### config.mk
export PLATFORM = sky130hd
export DESIGN_NAME = clk_div_gen
export DESIGN_NICKNAME = d
export VERILOG_FILES = /design/src/rtl/clkdiv_pkg.sv /design/src/rtl/clkdiv_channel.sv /design/src/rtl/clk_div_gen.sv
export SDC_FILE = /design/constraint.sdc
export NUM_CORES = 1
export LEC_CHECK = 0
export BUFFER_PORTS_ARGS = -buffer_cell sky130_fd_sc_hd__buf_2
export CAP_MARGIN = 20
export CORE_ASPECT_RATIO = 0.7
export CORE_MARGIN = 1
export CORE_UTILIZATION = 60
export DETAILED_ROUTE_END_ITERATION = 8
export PLACE_DENSITY = 0.77
export SYNTH_ARGS = -nofsm -noshare
export SYNTH_HDL_FRONTEND = slang
export SYNTH_HIERARCHICAL = 1
export SYNTH_SLANG_ARGS = --single-unit
### constraint.sdc
create_clock -name clk -period 3.65 [get_ports clk]
set_input_delay 0.1825 -clock clk [delete_from_list [all_inputs] [get_ports clk]]
set_output_delay 0.1825 -clock clk [all_outputs]
set_load 0.01 [all_outputs]
### src/rtl/clkdiv_pkg.sv
// Shared constants and types for the clk_div_gen tick-enable generator.
package clkdiv_pkg;

    localparam int unsigned CLKDIV_MAX_CH = 16;
    localparam int unsigned CLKDIV_CNT_W  = 16;
    localparam int unsigned CLKDIV_LOCK_W = 16;

    typedef logic [CLKDIV_CNT_W-1:0] div_t;

    // Channel-select width, never narrower than one bit.
    function automatic int unsigned clkdiv_ch_w(input int unsigned n);
        return (n > 1) ? $clog2(n) : 1;
    endfunction

endpackage

### src/rtl/clkdiv_channel.sv
// One divider channel: down-counter with active/pending divisor, tick pulse and
// optional square wave (built only when CLKDIV_SQ_EN is defined).
module clkdiv_channel
    import clkdiv_pkg::*;
#(
    parameter int unsigned CNT_W       = CLKDIV_CNT_W,
    parameter int unsigned DEFAULT_DIV = 25
) (
    input  logic             clk,
    input  logic             rst_n,
    input  logic             en_i,
    input  logic             wr_i,
    input  logic [CNT_W-1:0] wr_div_i,
    output logic             tick_o,
    output logic             sq_o,
    output logic             pend_vld_o,
    output logic             pend_vld_d_o
);

    localparam logic [CNT_W-1:0] DEF_DIV = CNT_W'(DEFAULT_DIV);
    localparam logic [CNT_W-1:0] DEF_CNT = (DEF_DIV == '0) ? '0 : DEF_DIV - CNT_W'(1);

    logic [CNT_W-1:0] active_q, active_d;
    logic [CNT_W-1:0] pend_div_q, pend_div_d;
    logic             pend_vld_q, pend_vld_d;
    logic [CNT_W-1:0] cnt_q, cnt_d;
    logic             tick_q, tick_d;

    // Counter start value for a divisor; a zero divisor parks the counter at 0.
    function automatic logic [CNT_W-1:0] load_val(input logic [CNT_W-1:0] d);
        return (d == '0) ? '0 : d - CNT_W'(1);
    endfunction

    always_comb begin
        active_d   = active_q;
        pend_div_d = pend_div_q;
        pend_vld_d = pend_vld_q;
        cnt_d      = cnt_q;
        tick_d     = 1'b0;
        if (active_q == '0) begin
            cnt_d = '0;
            if (wr_i) begin
                active_d = wr_div_i;
                cnt_d    = load_val(wr_div_i);
            end
        end else if (!en_i) begin
            // A pending value left over when the channel is disabled applies at once.
            if (pend_vld_q) begin
                active_d   = pend_div_q;
                pend_vld_d = 1'b0;
            end
            cnt_d = load_val(active_d);
            if (wr_i) begin
                active_d = wr_div_i;
                cnt_d    = load_val(wr_div_i);
            end
        end else begin
            if (cnt_q == '0) begin
                tick_d     = 1'b1;
                active_d   = pend_vld_q ? pend_div_q : active_q;
                cnt_d      = load_val(active_d);
                pend_vld_d = 1'b0;
            end else begin
                cnt_d = cnt_q - CNT_W'(1);
            end
            // Set after the reload so a write on the terminal count waits one period.
            if (wr_i) begin
                pend_div_d = wr_div_i;
                pend_vld_d = 1'b1;
            end
        end
    end

    always_ff @(posedge clk or negedge rst_n) begin
        if (!rst_n) begin
            active_q   <= DEF_DIV;
            pend_div_q <= '0;
            pend_vld_q <= 1'b0;
            cnt_q      <= DEF_CNT;
            tick_q     <= 1'b0;
        end else begin
            active_q   <= active_d;
            pend_div_q <= pend_div_d;
            pend_vld_q <= pend_vld_d;
            cnt_q      <= cnt_d;
            tick_q     <= tick_d;
        end
    end

    assign tick_o       = tick_q;
    assign pend_vld_o   = pend_vld_q;
    assign pend_vld_d_o = pend_vld_d;

`ifdef CLKDIV_SQ_EN
    logic sq_q, sq_d;

    assign sq_d = sq_q ^ tick_q;

    always_ff @(posedge clk or negedge rst_n) begin
        if (!rst_n) begin
            sq_q <= 1'b0;
        end else begin
            sq_q <= sq_d;
        end
    end

    assign sq_o = sq_q;
`else
    assign sq_o = 1'b0;
`endif

endmodule

### src/rtl/clk_div_gen.sv
// Multi-channel programmable tick-enable generator: config decode, ready mux and
// lock tracking around NUM_CH clkdiv_channel instances. Square waves need CLKDIV_SQ_EN.
module clk_div_gen
    import clkdiv_pkg::*;
#(
    parameter int unsigned NUM_CH      = 4,
    parameter int unsigned CNT_W       = CLKDIV_CNT_W,
    parameter int unsigned DEFAULT_DIV = 25,
    parameter int unsigned LOCK_CYCLES = 16
) (
    input  logic                           clk,
    input  logic                           rst_n,
    input  logic                           cfg_valid,
    output logic                           cfg_ready,
    input  logic [clkdiv_ch_w(NUM_CH)-1:0] cfg_ch,
    input  logic [CNT_W-1:0]               cfg_div,
    input  logic [NUM_CH-1:0]              ch_en,
    output logic [NUM_CH-1:0]              tick,
    output logic [NUM_CH-1:0]              sq,
    output logic                           locked
);

    localparam int unsigned CH_W = clkdiv_ch_w(NUM_CH);
    localparam int unsigned SEL_N = 1 << CH_W;
    localparam logic [CLKDIV_LOCK_W-1:0] LOCK_MAX = CLKDIV_LOCK_W'(LOCK_CYCLES);

    logic [NUM_CH-1:0]        pend_vld;
    logic [NUM_CH-1:0]        pend_vld_nxt;
    logic [NUM_CH-1:0]        wr;
    logic [SEL_N-1:0]         pend_ext;
    logic [CLKDIV_LOCK_W-1:0] lock_cnt_q, lock_cnt_d;
    logic                     locked_q, locked_d;

    // Unused select codes read as "no pending", so out-of-range writes are accepted and dropped.
    always_comb begin
        pend_ext             = '0;
        pend_ext[NUM_CH-1:0] = pend_vld;
    end

    assign cfg_ready = !pend_ext[cfg_ch];

    for (genvar i = 0; i < NUM_CH; i++) begin : g_ch
        assign wr[i] = cfg_valid && cfg_ready && (cfg_ch == CH_W'(i));

        clkdiv_channel #(
            .CNT_W       (CNT_W),
            .DEFAULT_DIV (DEFAULT_DIV)
        ) u_ch (
            .clk          (clk),
            .rst_n        (rst_n),
            .en_i         (ch_en[i]),
            .wr_i         (wr[i]),
            .wr_div_i     (cfg_div),
            .tick_o       (tick[i]),
            .sq_o         (sq[i]),
            .pend_vld_o   (pend_vld[i]),
            .pend_vld_d_o (pend_vld_nxt[i])
        );
    end

    // Lock uses next-state pending flags so it tracks accept/apply with one cycle of latency.
    always_comb begin
        lock_cnt_d = lock_cnt_q;
        if (lock_cnt_q != LOCK_MAX) begin
            lock_cnt_d = lock_cnt_q + CLKDIV_LOCK_W'(1);
        end
        locked_d = (lock_cnt_d == LOCK_MAX) && !(|pend_vld_nxt);
    end

    always_ff @(posedge clk or negedge rst_n) begin
        if (!rst_n) begin
            lock_cnt_q <= '0;
            locked_q   <= 1'b0;
        end else begin
            lock_cnt_q <= lock_cnt_d;
            locked_q   <= locked_d;
        end
    end

    assign locked = locked_q;

endmodule

==> results of run 1 <==
[layer usage]
layer | global-route usage (%) | routed length [um]
met1 | 51.33 | 19750
met2 | 47.26 | 17960
met3 | 6.864 | 4145
met4 | 10.28 | 1334
met5 | 0 | 0
[through the flow]
stage / power [mW] / worst slack, ns / hold WS, ns / util [%]
floorplan: 5.478 / 0.5351 / -0.1131 / -
global placement: 6.168 / 0.6514 / 0.3104 / 62.82
detailed placement: 6.252 / 0.5295 / 0.3117 / 62.82
CTS: 8.756 / 0.5118 / 0.01329 / 66.04
global route: 9.227 / 0.3288 / 0.04819 / 66.06
finish: 8.794 / 0.4858 / 0.03101 / 66.06
[logic make-up after synthesis]
family	Yosys count	synth area share [%]
buf+inv	119	3.983
mux	122	8.589
xor+xnor	153	8.795
compound gates	394	18.89
flops	217	35.80
simple gates	597	22.04
fa+ha+maj	22	1.807
other cells	4	0.09851
[what timing repair did]
item                                   4_1_cts  5_1_grt
hold buffers                                 1        0
buffers inserted                             0        0
resized for setup                            0        0
endpoints found under the hold margin      102        0
[final cells by class]
cell class	instances	area, sq um
Multi-Input combinational cell	1292	9179
Fill cell	2004	8418
Sequential cell	217	5455
Clock buffer	30	651.9
Timing Repair Buffer	63	422.9
Tap cell	325	406.6
Clock inverter	11	137.6
Inverter	34	127.6
Antenna cell	2	5.005
[worst min-delay path by stage]
stage,endpoint,slack [ns],cells past startpoint,from
floorplan,g_ch[0].u_ch/active_q[10],-0.11,0,rst_n
global placement,lock_cnt_q[13],0.31,1,rst_n
detailed placement,g_ch[2].u_ch/pend_div_q[4],0.31,1,rst_n
CTS,g_ch[0].u_ch/tick_o,0.01,3,ch_en[0]
global route,g_ch[0].u_ch/tick_o,0.05,3,ch_en[0]
finish,g_ch[0].u_ch/tick_o,0.03,3,ch_en[0]
[tightest hold or removal path, stage by stage]
cell    delay [ns]
buf_2         0.13
inv_1         0.10
nor3_1        0.08
[report_power, final]
part / internal (mW) / switching, mW
logic: 1.17 / 1.34
registers: 3.04 / 0.778
clock network: 1.47 / 1.01
total: 5.67 / 3.12
[flip-flops by register name (all words and copies together) (netlist names)]
| name | count |
|---|---|
| g_ch.u_ch/tick_o | 4 |
| g_ch.u_ch/pend_div_q | 64 |
| lock_cnt_q | 16 |
| g_ch.u_ch/cnt_q | 64 |
| locked | 1 |
| g_ch.u_ch/pend_vld_o | 4 |
| g_ch.u_ch/active_q | 64 |
[cell usage after synthesis (all sizes together) (4+ instances only)]
cell type,instances,area share (%)
nor4,40,2.7
a211oi,10,0.49
nand4,17,0.96
o221ai,12,0.69
or4,12,0.64
a31oi,8,0.33
nand2,148,3.6
buf,50,2.3
mux2i,61,4.0
nand4b,4,0.23
xor2,71,4.1
nor4b,24,1.6
xnor2,82,4.7
and4,6,0.35
clkbuf,35,0.86
dfrtp,197,32
nand3b,17,0.84
nor3b,26,1.3
ha,22,1.8
a221oi,30,2.0
o31ai,9,0.44
or3,10,0.41
conb,4,0.099
a21o,5,0.39
a2bb2oi,46,3.9
o22ai,47,1.9
nand2b,20,0.82
inv,31,0.76
a311oi,7,0.40
or2,6,0.25
mux2,60,4.4
a21boi,6,0.30
dfstp,20,3.4
nand3,29,0.95
a22oi,6,0.30
nor2b,13,0.53
nor2,130,3.4
a21oi,89,2.9
nor3,85,2.9
o211ai,9,0.44
o21ai,79,2.6
==> results.cfg, run 1 <==
[worst_setup_path]
ff2ff_setup_slack_ns = 0.49
cp.required_ns = 4.08
crit_family = simple AND/OR/NAND/NOR gates
slowest_stage = nor4_1
critPathLaunch = g_ch[0].u_ch/cnt_q[6]
worst-path-stages = 9
r2r-end = locked
cp-start-kind = flip-flop
cp_cell_sequence = nor4_1, nand4_1, and2_1, o21ai_0, nand2_1, or4_1, nor4b_1, nand4b_1, nor4b_2
worstPathArrival_ns = 3.60
endpoint_kind = flip-flop
path_max_fanout = 4
ff2ff_path_depth = 9
slowest_delay_ns = 0.59
critPathCapture = locked
r2r_start = g_ch[0].u_ch/cnt_q[6]
path_buf_inv = 0
crit_type = flip-flop to flip-flop

[synth]
synth-main-ff-cell = dfrtp_1
synth-seq-area-share_pct = 35.80
synth-seq-cells = 217
avgSynthCellArea_sq_um = 9.359
syn_inst = 1628
ys_types = 83
async_reset_ff_share_pct = 100.0
yosysWarnings = 6
synth.net_count = 1675
syn_area_sq_um = 15240
synth_edf_count = 0

[timing]
period_minus_slack_ns = 3.164
rsz0062_at_grt = no
max_freq_ghz = 0.3160
finalHoldViolations = 0
post-route-period-util_pct = 86.69
maxSlewHeadroom_pct = 18.37
tightestPinTransition_ns = 1.224
tns_ns = 0
finalMaxSlewViolations = 0
fin_skew_ns = 0.01655
setup_violations = 0

[cells_and_area]
mostFrequentLayoutCell = dfrtp_1
final_cell_count_no_fill = 1974
drive_gt1_share_pct = 16.09
postLayoutCellArea_sq_um = 16390
layout_common_cells = 197 x dfrtp_1, 148 x nand2_1, 125 x nor2_1
area_growth_pct = 7.538
nNetsFinal = 1678

[detailed_routing]
drtPass1Iterations = 9
postRouteAntennaNets = 0
drt_first_iter_violations = 1493
drc = 6
routed_wl_mm = 43.20
routedWlPerCell_um = 21.88
via_count = 13180
viasPerCell = 6.675

[clock_network]
cts_buffers = 23
cts.sinks = 217
clock_path_buffers = 3
cts_tree = done
cts-root-buf = clkbuf_16
htree_levels = 1
path_clk_slew_ns = 0.06
clock_latency_ns = 0.52

[placed_design]
dp_cells = 1930
io_buffers = 30
dp_hpwl_mm = 29.48
post_dp_cell_area_sq_um = 15580
place_congestion = 0.9403

[floorplanning]
dieArea_sq_um = 26050
boundaryPins = 35
die_h_um = 135.3
std_cell_rows = 48
fp.dieW_um = 192.5
core_area_sq_um = 24800
initial_core_util_pct = 61.43

[job]
maxCapViolations = 0

[grt]
grt_pass1_vias = 12380
antenna_found_initial = 2
grt_start_max_net_pins = 115
grt_pass1_wl_mm = 68.95
grt_overflow = 0
gr-usage-all-layers_pct = 33.60

[outcome]
violations = design-rule violations
status = complete, but fails checks

[power_and_ir_drop]
powerDensity_nw_per_um2 = 536.7
power.leakage_nw = 6.272
peakVddDrop_v = 0.0003752

[min_path]
hold_class = primary input to flip-flop
Note: power is estimated with default switching activity, not from simulation.
==> inputs of run 2 (changes only) <==
- BUFFER_PORTS_ARGS: -buffer_cell sky130_fd_sc_hd__buf_2 -> -buffer_cell sky130_fd_sc_hd__buf_4
- CORE_ASPECT_RATIO: 0.7 -> 1.1
- HOLD_SLACK_MARGIN: default -> 0.06
==> results.cfg, run 2 (synthesis results as in run 1) <==
[power_and_ir_drop]
power.leakage_nw = 6.323
powerDensity_nw_per_um2 = 537.5
peakVddDrop_v = 0.0005148

[detailed_routing]
drt_first_iter_violations = 1071
via_count = 13130
postRouteAntennaNets = 0
drtPass1Iterations = 6
viasPerCell = 6.710
routedWlPerCell_um = 21.22
drc = 0
routed_wl_mm = 41.52

[cells_and_area]
utilization_pct = 66.78
drive_gt1_share_pct = 15.85
area_growth_pct = 8.244
top_regs = g_ch.u_ch/active_q: 64 flops, g_ch.u_ch/cnt_q: 64 flops, g_ch.u_ch/pend_div_q: 64 flops
nNetsFinal = 1677
antenna_cells = 0
layout_common_cells = 197 x dfrtp_1, 148 x nand2_1, 125 x nor2_1
mostFrequentLayoutCell = dfrtp_1

[timing]
fin_skew_ns = 0.01133
finalHoldViolations = 0
period_minus_slack_ns = 3.259
finalMaxSlewViolations = 0
max_freq_ghz = 0.3069
fin_ws_ns = 0.3914
tightestPinTransition_ns = 1.097
post-route-period-util_pct = 89.28
maxSlewHeadroom_pct = 26.86
setup_violations = 0
rsz0062_at_grt = no
tns_ns = 0

[worst_setup_path]
r2r-end = g_ch[1].u_ch/active_q[7]
path_max_fanout = 25
endpoint_kind = flip-flop
crit_type = flip-flop to flip-flop
ff2ff_setup_slack_ns = 0.39
cp-start-kind = flip-flop
worstPathArrival_ns = 3.71
r2r_start = g_ch[1].u_ch/pend_vld_o
ff2ff_path_depth = 6
cp.required_ns = 4.10

[job]
maxCapViolations = 0

[grt]
antenna_found_initial = 0
grt_overflow = 0
grt_pass1_vias = 12620
grt_start_max_net_pins = 118
gr-usage-all-layers_pct = 32.10
grt_pass1_wl_mm = 66.54

[min_path]
worstHoldEndpoint = g_ch[2].u_ch/cnt_q[11]
hold_class = primary input to flip-flop
min_from = ch_en[2]
holdPathStages = 4

[placed_design]
place_congestion = 0.9370
dp_slack_ns = 0.5525
io_buffers = 30
dp_hpwl_mm = 28.13

[clock_network]
clock_path_buffers = 3
cts.sinks = 217
clock_latency_ns = 0.53
cts_tree = done
cts_buffers = 24
htree_levels = 1
path_clk_slew_ns = 0.06
cts-root-buf = clkbuf_16

[floorplanning]
initial_core_util_pct = 61.69
std_cell_rows = 60
fp.dieW_um = 153.9
boundaryPins = 35
core_area_sq_um = 24700
dieArea_sq_um = 26040
die_h_um = 169.1

[outcome]
status = complete, no violations
==> run 2: cell count changes in the layout (fill, tap and decap cells not counted), sizes merged <==
cell	before	now
dlygate4sd3	1	2
clkbuf	30	34
diode	2	0
clkinvlp	3	0
buf	62	59
bufinv	3	4
==> run 2: worst max-delay path by stage <==
| stage | from | end |
|---|---|---|
| detailed placement | g_ch[1].u_ch/active_q[5] | locked |
| CTS | g_ch[1].u_ch/active_q[5] | locked |
| finish | g_ch[1].u_ch/pend_vld_o | g_ch[1].u_ch/active_q[7] |
| floorplan | g_ch[0].u_ch/pend_vld_o | g_ch[0].u_ch/cnt_q[9] |
| global route | g_ch[1].u_ch/active_q[5] | locked |
| global placement | g_ch[1].u_ch/active_q[5] | locked |
==> run 2: worst max-delay path, cell delays in order (launching register included) <==
cell,delay [ns]
dfrtp_1,0.50
nor3_1,0.71
clkinv_1,0.46
o22a_1,0.65
nand2_1,0.49
o22ai_1,0.18
a2bb2oi_2,0.18
==> run 2: where the power goes <==
group	switching, mW	internal, mW
registers	0.766	3.04
clock network	0.996	1.61
logic	1.28	1.18
total	3.04	5.83
==> run 2: layer usage <==
metal  wire length [um]  GRT usage [%]
met2              19280          52.96
met4               1775          14.39
met5                  0              0
met3               2897          4.877
met1              17560          41.90
==> run 2: metrics by stage <==
stage               power (mW)  cell area [sq um]  instances  hold slack (ns)
floorplan                5.478              15240       1628          -0.1131
global placement         6.131              15630       1912           0.3484
finish                   8.865              16490       1957          0.09721
detailed placement       6.220              15630       1912           0.3484
global route             9.319              16490       1957          0.09387
CTS                      8.862              16490       1957          0.06647
==> run 2: layout make-up <==
type	count	area [sq um]
Multi-Input combinational cell	1292	9179
Fill cell	1961	8205
Sequential cell	217	5455
Clock buffer	34	699.4
Timing Repair Buffer	61	495.5
Tap cell	310	387.9
Clock inverter	9	148.9
Inverter	34	127.6
==> run 2: what timing repair did <==
| item | CTS | global route |
|---|---|---|
| endpoints found under the hold margin | 105 | 0 |
| gates resized for setup | 0 | 0 |
| hold buffers | 2 | 0 |
| setup buffers | 0 | 0 |
